## config.mk

```make
export PLATFORM = sky130hd
export DESIGN_NAME = fifo_dpram_ctrl_flat
export DESIGN_NICKNAME = d
export VERILOG_FILES = /design/src/rtl/fifo_pkg.sv /design/src/rtl/fifo_dpram_ctrl_if.sv /design/src/rtl/true_dpram_sclk.sv /design/src/rtl/fifo_dpram_ctrl.sv /design/src/flat_wrapper.sv
export SDC_FILE = /design/constraint.sdc
export NUM_CORES = 1
export LEC_CHECK = 0
export ABC_AREA = 1
export CAP_MARGIN = 5
export CORE_MARGIN = 1.5
export CORE_UTILIZATION = 40
export CTS_CLUSTER_DIAMETER = 150
export DETAILED_ROUTE_END_ITERATION = 8
export SYNTH_ARGS = -nofsm -noshare
export SYNTH_HDL_FRONTEND = slang
export SYNTH_SLANG_ARGS = --single-unit
```

## constraint.sdc

```tcl
create_clock -name clk -period 5.37 [get_ports clk]
set_input_delay 1.074 -clock clk [delete_from_list [all_inputs] [get_ports clk]]
set_output_delay 1.074 -clock clk [all_outputs]
set_load 0.005 [all_outputs]
```

## src/rtl/fifo_pkg.sv

```systemverilog
// Shared FIFO sizing constants for the transaction-layer transmit and receive queues.
package fifo_pkg;
    localparam int DATA_WIDTH          = 12;
    localparam int ADDR_WIDTH          = 3;
    localparam int DEPTH               = 1 << ADDR_WIDTH;
    localparam int ALMOST_FULL_TH_DEF  = 6;
    localparam int ALMOST_EMPTY_TH_DEF = 2;
endpackage

```

## src/rtl/fifo_dpram_ctrl_if.sv

```systemverilog
// Push/pop queue bus. The master is the producer/consumer side; the slave is the FIFO.
interface fifo_dpram_ctrl_if import fifo_pkg::*; #(
    parameter int DW = DATA_WIDTH,
    parameter int AW = ADDR_WIDTH
) ();
    logic          push;
    logic [DW-1:0] data_in;
    logic          pop;
    logic [DW-1:0] data_out;
    logic          valid_out;
    logic [AW:0]   count;
    logic          full;
    logic          empty;
    logic          almost_full;
    logic          almost_empty;
    logic          fifo_error;

    modport master (
        output push, data_in, pop,
        input  data_out, valid_out, count, full, empty, almost_full, almost_empty, fifo_error
    );

    modport slave (
        input  push, data_in, pop,
        output data_out, valid_out, count, full, empty, almost_full, almost_empty, fifo_error
    );
endinterface

```

## src/rtl/true_dpram_sclk.sv

```systemverilog
// Single-clock true dual-port RAM, registered reads on both ports, read-before-write.
// One cycle read latency; no flow control, contents are not reset.
module true_dpram_sclk #(
    parameter int DATA_WIDTH = 12,
    parameter int ADDR_WIDTH = 3
) (
    input  logic                  clk,
    input  logic                  we_a,
    input  logic [ADDR_WIDTH-1:0] addr_a,
    input  logic [DATA_WIDTH-1:0] data_a,
    output logic [DATA_WIDTH-1:0] q_a,
    input  logic                  we_b,
    input  logic [ADDR_WIDTH-1:0] addr_b,
    input  logic [DATA_WIDTH-1:0] data_b,
    output logic [DATA_WIDTH-1:0] q_b
);
    logic [DATA_WIDTH-1:0] mem [1 << ADDR_WIDTH];

    // Reads return the old word when the other port writes the same address.
    always_ff @(posedge clk) begin
        q_a <= mem[addr_a];
        q_b <= mem[addr_b];
        if (we_a) mem[addr_a] <= data_a;
        if (we_b) mem[addr_b] <= data_b;
    end
endmodule

```

## src/rtl/fifo_dpram_ctrl.sv

```systemverilog
// Synchronous FIFO controller over true_dpram_sclk: port A writes, port B reads.
// Pop-to-data latency 1 cycle; full push without pop and empty pop are dropped with a fifo_error pulse.
module fifo_dpram_ctrl import fifo_pkg::*; #(
    parameter int DATA_WIDTH      = fifo_pkg::DATA_WIDTH,
    parameter int ADDR_WIDTH      = fifo_pkg::ADDR_WIDTH,
    parameter int ALMOST_FULL_TH  = ALMOST_FULL_TH_DEF,
    parameter int ALMOST_EMPTY_TH = ALMOST_EMPTY_TH_DEF
) (
    input  logic              clk,
    input  logic              reset,
    fifo_dpram_ctrl_if.slave  bus
);
    localparam int CW  = ADDR_WIDTH + 1;
    localparam int DEP = 1 << ADDR_WIDTH;

    logic [ADDR_WIDTH-1:0] wr_ptr_q, wr_ptr_d;
    logic [ADDR_WIDTH-1:0] rd_ptr_q, rd_ptr_d;
    logic [CW-1:0]         count_q, count_d;
    logic                  valid_q, valid_d;
    logic                  err_q, err_d;
    logic                  full, empty;
    logic                  push_acc, pop_acc;
    logic [DATA_WIDTH-1:0] q_b;
    logic [DATA_WIDTH-1:0] unused_q_a;

    always_comb begin
        full     = (count_q == CW'(DEP));
        empty    = (count_q == '0);
        // A pop frees a slot in the same cycle, so a full FIFO still takes a push paired with a pop.
        pop_acc  = bus.pop & ~empty & ~reset;
        push_acc = bus.push & (~full | pop_acc) & ~reset;
    end

    always_comb begin
        wr_ptr_d = wr_ptr_q;
        rd_ptr_d = rd_ptr_q;
        count_d  = count_q;
        valid_d  = pop_acc;
        err_d    = (bus.push & ~push_acc) | (bus.pop & ~pop_acc);
        if (push_acc) wr_ptr_d = wr_ptr_q + 1'b1;
        if (pop_acc)  rd_ptr_d = rd_ptr_q + 1'b1;
        case ({push_acc, pop_acc})
            2'b10:   count_d = count_q + 1'b1;
            2'b01:   count_d = count_q - 1'b1;
            default: count_d = count_q;
        endcase
    end

    always_ff @(posedge clk) begin
        if (reset) begin
            wr_ptr_q <= '0;
            rd_ptr_q <= '0;
            count_q  <= '0;
            valid_q  <= 1'b0;
            err_q    <= 1'b0;
        end else begin
            wr_ptr_q <= wr_ptr_d;
            rd_ptr_q <= rd_ptr_d;
            count_q  <= count_d;
            valid_q  <= valid_d;
            err_q    <= err_d;
        end
    end

    true_dpram_sclk #(
        .DATA_WIDTH (DATA_WIDTH),
        .ADDR_WIDTH (ADDR_WIDTH)
    ) u_mem (
        .clk    (clk),
        .we_a   (push_acc),
        .addr_a (wr_ptr_q),
        .data_a (bus.data_in),
        .q_a    (unused_q_a),
        .we_b   (1'b0),
        .addr_b (rd_ptr_q),
        .data_b ('0),
        .q_b    (q_b)
    );

    assign bus.data_out     = valid_q ? q_b : '0;
    assign bus.valid_out    = valid_q;
    assign bus.count        = count_q;
    assign bus.full         = full;
    assign bus.empty        = empty;
    assign bus.almost_full  = (count_q >= CW'(ALMOST_FULL_TH));
    assign bus.almost_empty = (count_q <= CW'(ALMOST_EMPTY_TH));
    assign bus.fifo_error   = err_q;
endmodule

```

## src/flat_wrapper.sv

```systemverilog
// flat-port wrapper written by rule: the top's interface ports become plain ports
module fifo_dpram_ctrl_flat import fifo_pkg::*;
#(
    parameter int DATA_WIDTH      = fifo_pkg::DATA_WIDTH,
    parameter int ADDR_WIDTH      = fifo_pkg::ADDR_WIDTH,
    parameter int ALMOST_FULL_TH  = ALMOST_FULL_TH_DEF,
    parameter int ALMOST_EMPTY_TH = ALMOST_EMPTY_TH_DEF
)
  (clk, reset, bus_push, bus_data_in, bus_pop, bus_data_out, bus_valid_out, bus_count, bus_full, bus_empty, bus_almost_full, bus_almost_empty, bus_fifo_error);
  fifo_dpram_ctrl_if bus_i ();
  input  logic clk;
  input  logic reset;
  input wire logic [$bits(bus_i.push)-1:0] bus_push;
  input wire logic [$bits(bus_i.data_in)-1:0] bus_data_in;
  input wire logic [$bits(bus_i.pop)-1:0] bus_pop;
  output wire logic [$bits(bus_i.data_out)-1:0] bus_data_out;
  output wire logic [$bits(bus_i.valid_out)-1:0] bus_valid_out;
  output wire logic [$bits(bus_i.count)-1:0] bus_count;
  output wire logic [$bits(bus_i.full)-1:0] bus_full;
  output wire logic [$bits(bus_i.empty)-1:0] bus_empty;
  output wire logic [$bits(bus_i.almost_full)-1:0] bus_almost_full;
  output wire logic [$bits(bus_i.almost_empty)-1:0] bus_almost_empty;
  output wire logic [$bits(bus_i.fifo_error)-1:0] bus_fifo_error;
  assign bus_i.push = bus_push;
  assign bus_i.data_in = bus_data_in;
  assign bus_i.pop = bus_pop;
  assign bus_data_out = bus_i.data_out;
  assign bus_valid_out = bus_i.valid_out;
  assign bus_count = bus_i.count;
  assign bus_full = bus_i.full;
  assign bus_empty = bus_i.empty;
  assign bus_almost_full = bus_i.almost_full;
  assign bus_almost_empty = bus_i.almost_empty;
  assign bus_fifo_error = bus_i.fifo_error;
  fifo_dpram_ctrl #(.DATA_WIDTH(DATA_WIDTH), .ADDR_WIDTH(ADDR_WIDTH), .ALMOST_FULL_TH(ALMOST_FULL_TH), .ALMOST_EMPTY_TH(ALMOST_EMPTY_TH)) u_core (.clk(clk), .reset(reset), .bus(bus_i));
endmodule
```

# Word level (Yosys, flattened, before mapping)
# Memory sizes are Yosys's and may differ from the RTL's. A register that Yosys moved wholly into a read port is not among the register bits.
# Index checks and enable logic that the tools add are counted.
[totals] register_bits=12 ramBits=96 input_bits=16 output_inout_bits=22 wordCells=34 memories=1
[memory_table] name="u_core.u_mem.mem" depth=8 word_bits=12 rd=1 rd_clocked_by_memory_dff=1 wr=1 line="true_dpram_sclk.sv:17" text="logic [DATA_WIDTH-1:0] mem [1 << ADDR_WIDTH];"
[classes] addsub=4 order_cmp=2 n_eq_ne=3 n_mux=4 bitwise=13 n_reduce_logical=2
[ops] cell="$mux W12" count=1
[ops] cell="$pmux W4 S2" count=1
[ops] cell="$add A3 B1 Y3 const B" count=2
[ops] cell="$and A1 B1 Y1" count=6
[ops] cell="$not A1 Y1" count=5
[ops] cell="$add A4 B1 Y4 const B" count=1
[ops] cell="$eq A4 B4 Y1 const B" count=1
[ops] cell="$ge A4 B3 Y1 const B" count=1
[ops] cell="$le A4 B2 Y1 const B" count=1
[ops] cell="$logic_not A4 Y1" count=1
[ops] cell="$sub A4 B1 Y4 const B" count=1
[ops] cell="$eq A2 B1 Y1 const B" count=1
[ops] cell="$eq A2 B2 Y1 const B" count=1
[ops] cell="$mux W1" count=2
[ops] cell="$or A1 B1 Y1" count=2
[ops] cell="$reduce_bool A2 Y1" count=1

# Longest topological paths before layout
[depth] depth_word=10 ltp_mapped=15 mapped_depth_nobuf=15

# By module
# Synthesis repeated with hierarchy kept, for this count alone.
[unflattened] cells_unflattened=1047 area_unflattened_um2=7597.3
[modules_own_cells] mod="true_dpram_sclk" instances=1 cells_per_inst=927 area_each_um2=6791.5 seq_area_each_um2=3363.2
[modules_own_cells] mod="fifo_dpram_ctrl" instances=1 cells_per_inst=120 area_each_um2=805.8 seq_area_each_um2=240.2

# Worst setup path after synthesis
# OpenSTA, ideal clock, no wires.
[synth_path] kind="input to register" from="input port reset" to="memory u_core.u_mem.mem[1][0] (enable)" setup_time_ps=380 arrival_time_ps=2152 t_required_ps=4990 slack_ps=2838 cell_stages=7 path_buffers=0 path_cell_list="inv_2 > nand3_4 > nand2_4 > nand3_4 > inv_2 > nand2_2 > nor2_1"
[synth_between] elab_chain_len=7
[synth_rtl] element="from (decl)" line="flat_wrapper.sv:12" text="input logic reset;"
[synth_rtl] element="$not A1 Y1 *" line="fifo_dpram_ctrl.sv:30, fifo_dpram_ctrl.sv:31"
[synth_rtl] element="$and A1 B1 Y1" line="fifo_dpram_ctrl.sv:30" text="pop_acc = bus.pop & ~empty & ~reset;"
[synth_rtl] element="$or A1 B1 Y1" line="fifo_dpram_ctrl.sv:31" text="push_acc = bus.push & (~full | pop_acc) & ~reset;"
[synth_rtl] element="$and A1 B1 Y1" line="fifo_dpram_ctrl.sv:31"
[synth_rtl] element="$and A1 B1 Y1 *" line="fifo_dpram_ctrl.sv:31"
[synth_rtl] element="$mux W1 *" line="true_dpram_sclk.sv:23" text="if (we_a) mem[addr_a] <= data_a;"
[synth_rtl] element="$mux W1 (not written as such) *" line="true_dpram_sclk.sv:23"
[synth_rtl] element="to (decl)" line="true_dpram_sclk.sv:17"
# Every way passes the cells marked *; elsewhere a longest branch is shown, timed or not.

# Worst setup path in the final report
[layout_path] from="input port reset" to="memory u_core.u_mem.mem[3][1] (enable)"
# The elaborated chain is that of the path after synthesis.

==> impl_metrics.ini <==
[outcome]
status = complete, but fails checks
failed_checks = DRC

[global_routing]
gr-usage-all-layers_pct = 16.30
gr-total-overflow = 0
grt_pass1_wl_um = 15120
grt_max_degree = 51
antenna_found_initial = 0
grt_pass1_vias = 2857

[synthesis]
yosysWarnings = 0
yosysTopAreaCellShare_pct = 60.24
async_flop_share_pct = 0
post-synth-top-count-cell = edfxtp_1
yosysTopAreaCell = edfxtp_1
synthesis.area_um2 = 4786
syn_inst = 392
ys_seq_area_share_pct = 70.27
yosys-top-cells-count = 96 x edfxtp_1, 69 x nand2_1, 39 x nor2_1
synth_top_flop_cell = edfxtp_1
ys_ff_latch = 120
syn-num-nets = 413
synth_cell_type_count = 23
yosys-top-cells-area = edfxtp_1 60%, dfxtp_1 10%, nand2_1 5.4%
synth_edf_count = 96
avgSynthCellArea_um2 = 12.21

[clock_tree]
cts_buffers = 17
cts_tree = yes
worstSkewPairLatency_ps = 410
clk_pin_slew_worst_paths_ps = 50
cts_setup_buffers = 0
clockRootBuffer = clkbuf_16
htree_levels = 4
cts_max_path_buffers = 2
post_cts_resized = 0
clock-sinks = 120
cts_hold_buf = 0

[place]
gp_congestion = 0.7517
place_ws_ps = 1820
post-dp-hpwl_um = 6138
io_buffers = 37
placed_area_um2 = 5269
dp_cells = 559

[sta]
period_share_pct = 57.34
drv_slew = 0
slew_headroom_pct = 26.80
grt_setup_unrepaired = false
setup_viol = 0
min_period_ps = 3079
worst_pin_slew_ps = 1094
fin_setup_tns_ps = 0
hold_violations = 0
fin_worst_skew_ps = 7.339
layout_setup_ws_ps = 2291
hold_slack_ps = 521.5
fmax_mhz = 324.8

[job]
cap_violations = 0

[finish]
areaGrowthSynthToFinish_pct = 21.20
n_antenna_cell = 0
fin_cells = 591
fin_util_pct = 50.16
multi_input_comb_area_um2 = 1205
final_cell_area_um2 = 5801
nFillCells = 999
regArea_um2 = 3364
nets = 456
drive_gt1_share_pct = 8.482

[detailed_routing]
drc = 1
routed_wl_um = 9332
num_vias = 2879
drt_first_pass_iters = 8
viasPerCell = 4.871
drtAntennaViolNets = 0
drt_iter0_drc = 161
routedWlPerCell_um = 15.79

[floorplanning]
coreArea_um2 = 11560
fp.dieH_um = 112.4
die_x_um = 112.4
io_pins = 38
dieArea_um2 = 12630
initial_core_util_pct = 41.38
fp-row-count = 39

[pwr]
cellPowerDensity_nw_per_um2 = 427.5
power_mw = 2.480
worst_ir_drop_vdd_mv = 0.1554
p_int_mw = 1.875
pwr-share-clk_pct = 41.0
combinationalPowerShare_pct = 14.4
power_switching_share_pct = 24.40
p_sw_mw = 0.6052
p_seq_share_pct = 44.6
p_leak_nw = 2.164

[worst_setup_path]
critPathRequiredTime_ps = 5390
critPathLaunchType = primary input
worst-setup-path-type = in -> reg
crit_arrival_ps = 3100
cp-end-kind = flip-flop
crit_fanout = 12

[hold_path]
hold_class = reg -> reg
-- layout by cell type (no fill, tap or decap), types with 3 or more instances in the layout --
cell and n:
dfxtp_1 23, nand2_2 3, o21ai_0 17, clkdlybuf4s50_1 37, inv_2 4, clkinv_2 3
ha_1 5, nor2_1 39, nand3_1 7, inv_1 32, mux2i_1 24, clkbuf_16 17
edfxtp_1 96, o22ai_1 24, clkbuf_1 8, a21oi_1 9, o21ai_1 16, nand2_1 69
-- final timing paths --
| path | cells after the start | to | start | slack (ps) |
|---|---|---|---|---|
| hold reg to reg | 2 | u_core.wr_ptr_q[1]$_SDFFE_PP0P_ | u_core.wr_ptr_q[1]$_SDFFE_PP0P_ | 520 |
| hold / removal | 2 | u_core.wr_ptr_q[1]$_SDFFE_PP0P_ | u_core.wr_ptr_q[1]$_SDFFE_PP0P_ | 520 |
| setup reg to reg | 8 | u_core.u_mem.mem[3][1]$_DFFE_PP_ | u_core.bus.count[2]$_SDFFE_PP0P_ | 3010 |
| setup / recovery | 8 | u_core.u_mem.mem[3][1]$_DFFE_PP_ | reset | 2290 |
-- flip-flops by register name, indices dropped and copies added (netlist names) --
name                   cells
u_core.bus.valid_out       1
u_core.u_mem.q_b          12
u_core.u_mem.mem          96
u_core.bus.fifo_error      1
u_core.bus.count           4
u_core.wr_ptr_q            3
u_core.rd_ptr_q            3
-- cells by family after synthesis --
| logic type | share of synthesized area [%] |
|---|---|
| DFF | 70.27 |
| and+or+nand+nor | 10.95 |
| xor gates and xnor gates | 0.3661 |
| buffers and inverters | 4.549 |
| muxes | 5.020 |
| AOI/OAI and AO/OA | 7.529 |
| adders and majority gates | 1.307 |
-- power by group through the flow --
stage               combinational (mW)  sequential (mW)  clock (mW)
floorplan                        0.250             1.10           0
global route                     0.405             1.11        1.08
finish                           0.357             1.11        1.02
CTS                              0.362             1.11        1.04
global placement                 0.355             1.12           0
detailed placement               0.360             1.13           0
-- layer usage --
metal	global-route usage, %	vias to the layer above	wire length (um)
met5	0	-	0
met4	8.017	0	136
met3	4.698	11	309
met2	23.76	45	4272
met1	22.46	1354	4614
li1	-	1469	-
-- area by class of cell --
| cell class | count | share of cell area, % |
|---|---|---|
| timing repair buffer | 39 | 6.644 |
| clock inverter | 5 | 0.8412 |
| inverter | 36 | 2.330 |
| sequential | 120 | 58.00 |
| clock buffer | 27 | 8.326 |
| tap | 143 | 3.085 |
| multi-input combinational | 221 | 20.77 |
-- critical path, stage by stage --
cell and delay [ps]:
clkdlybuf4s50_1 490, inv_2 210, nand3_4 130, nand2_4 110, nand3_4 90, inv_2 90, nand2_2 80, nor2_1 830
(Power assumes the default switching activity.)
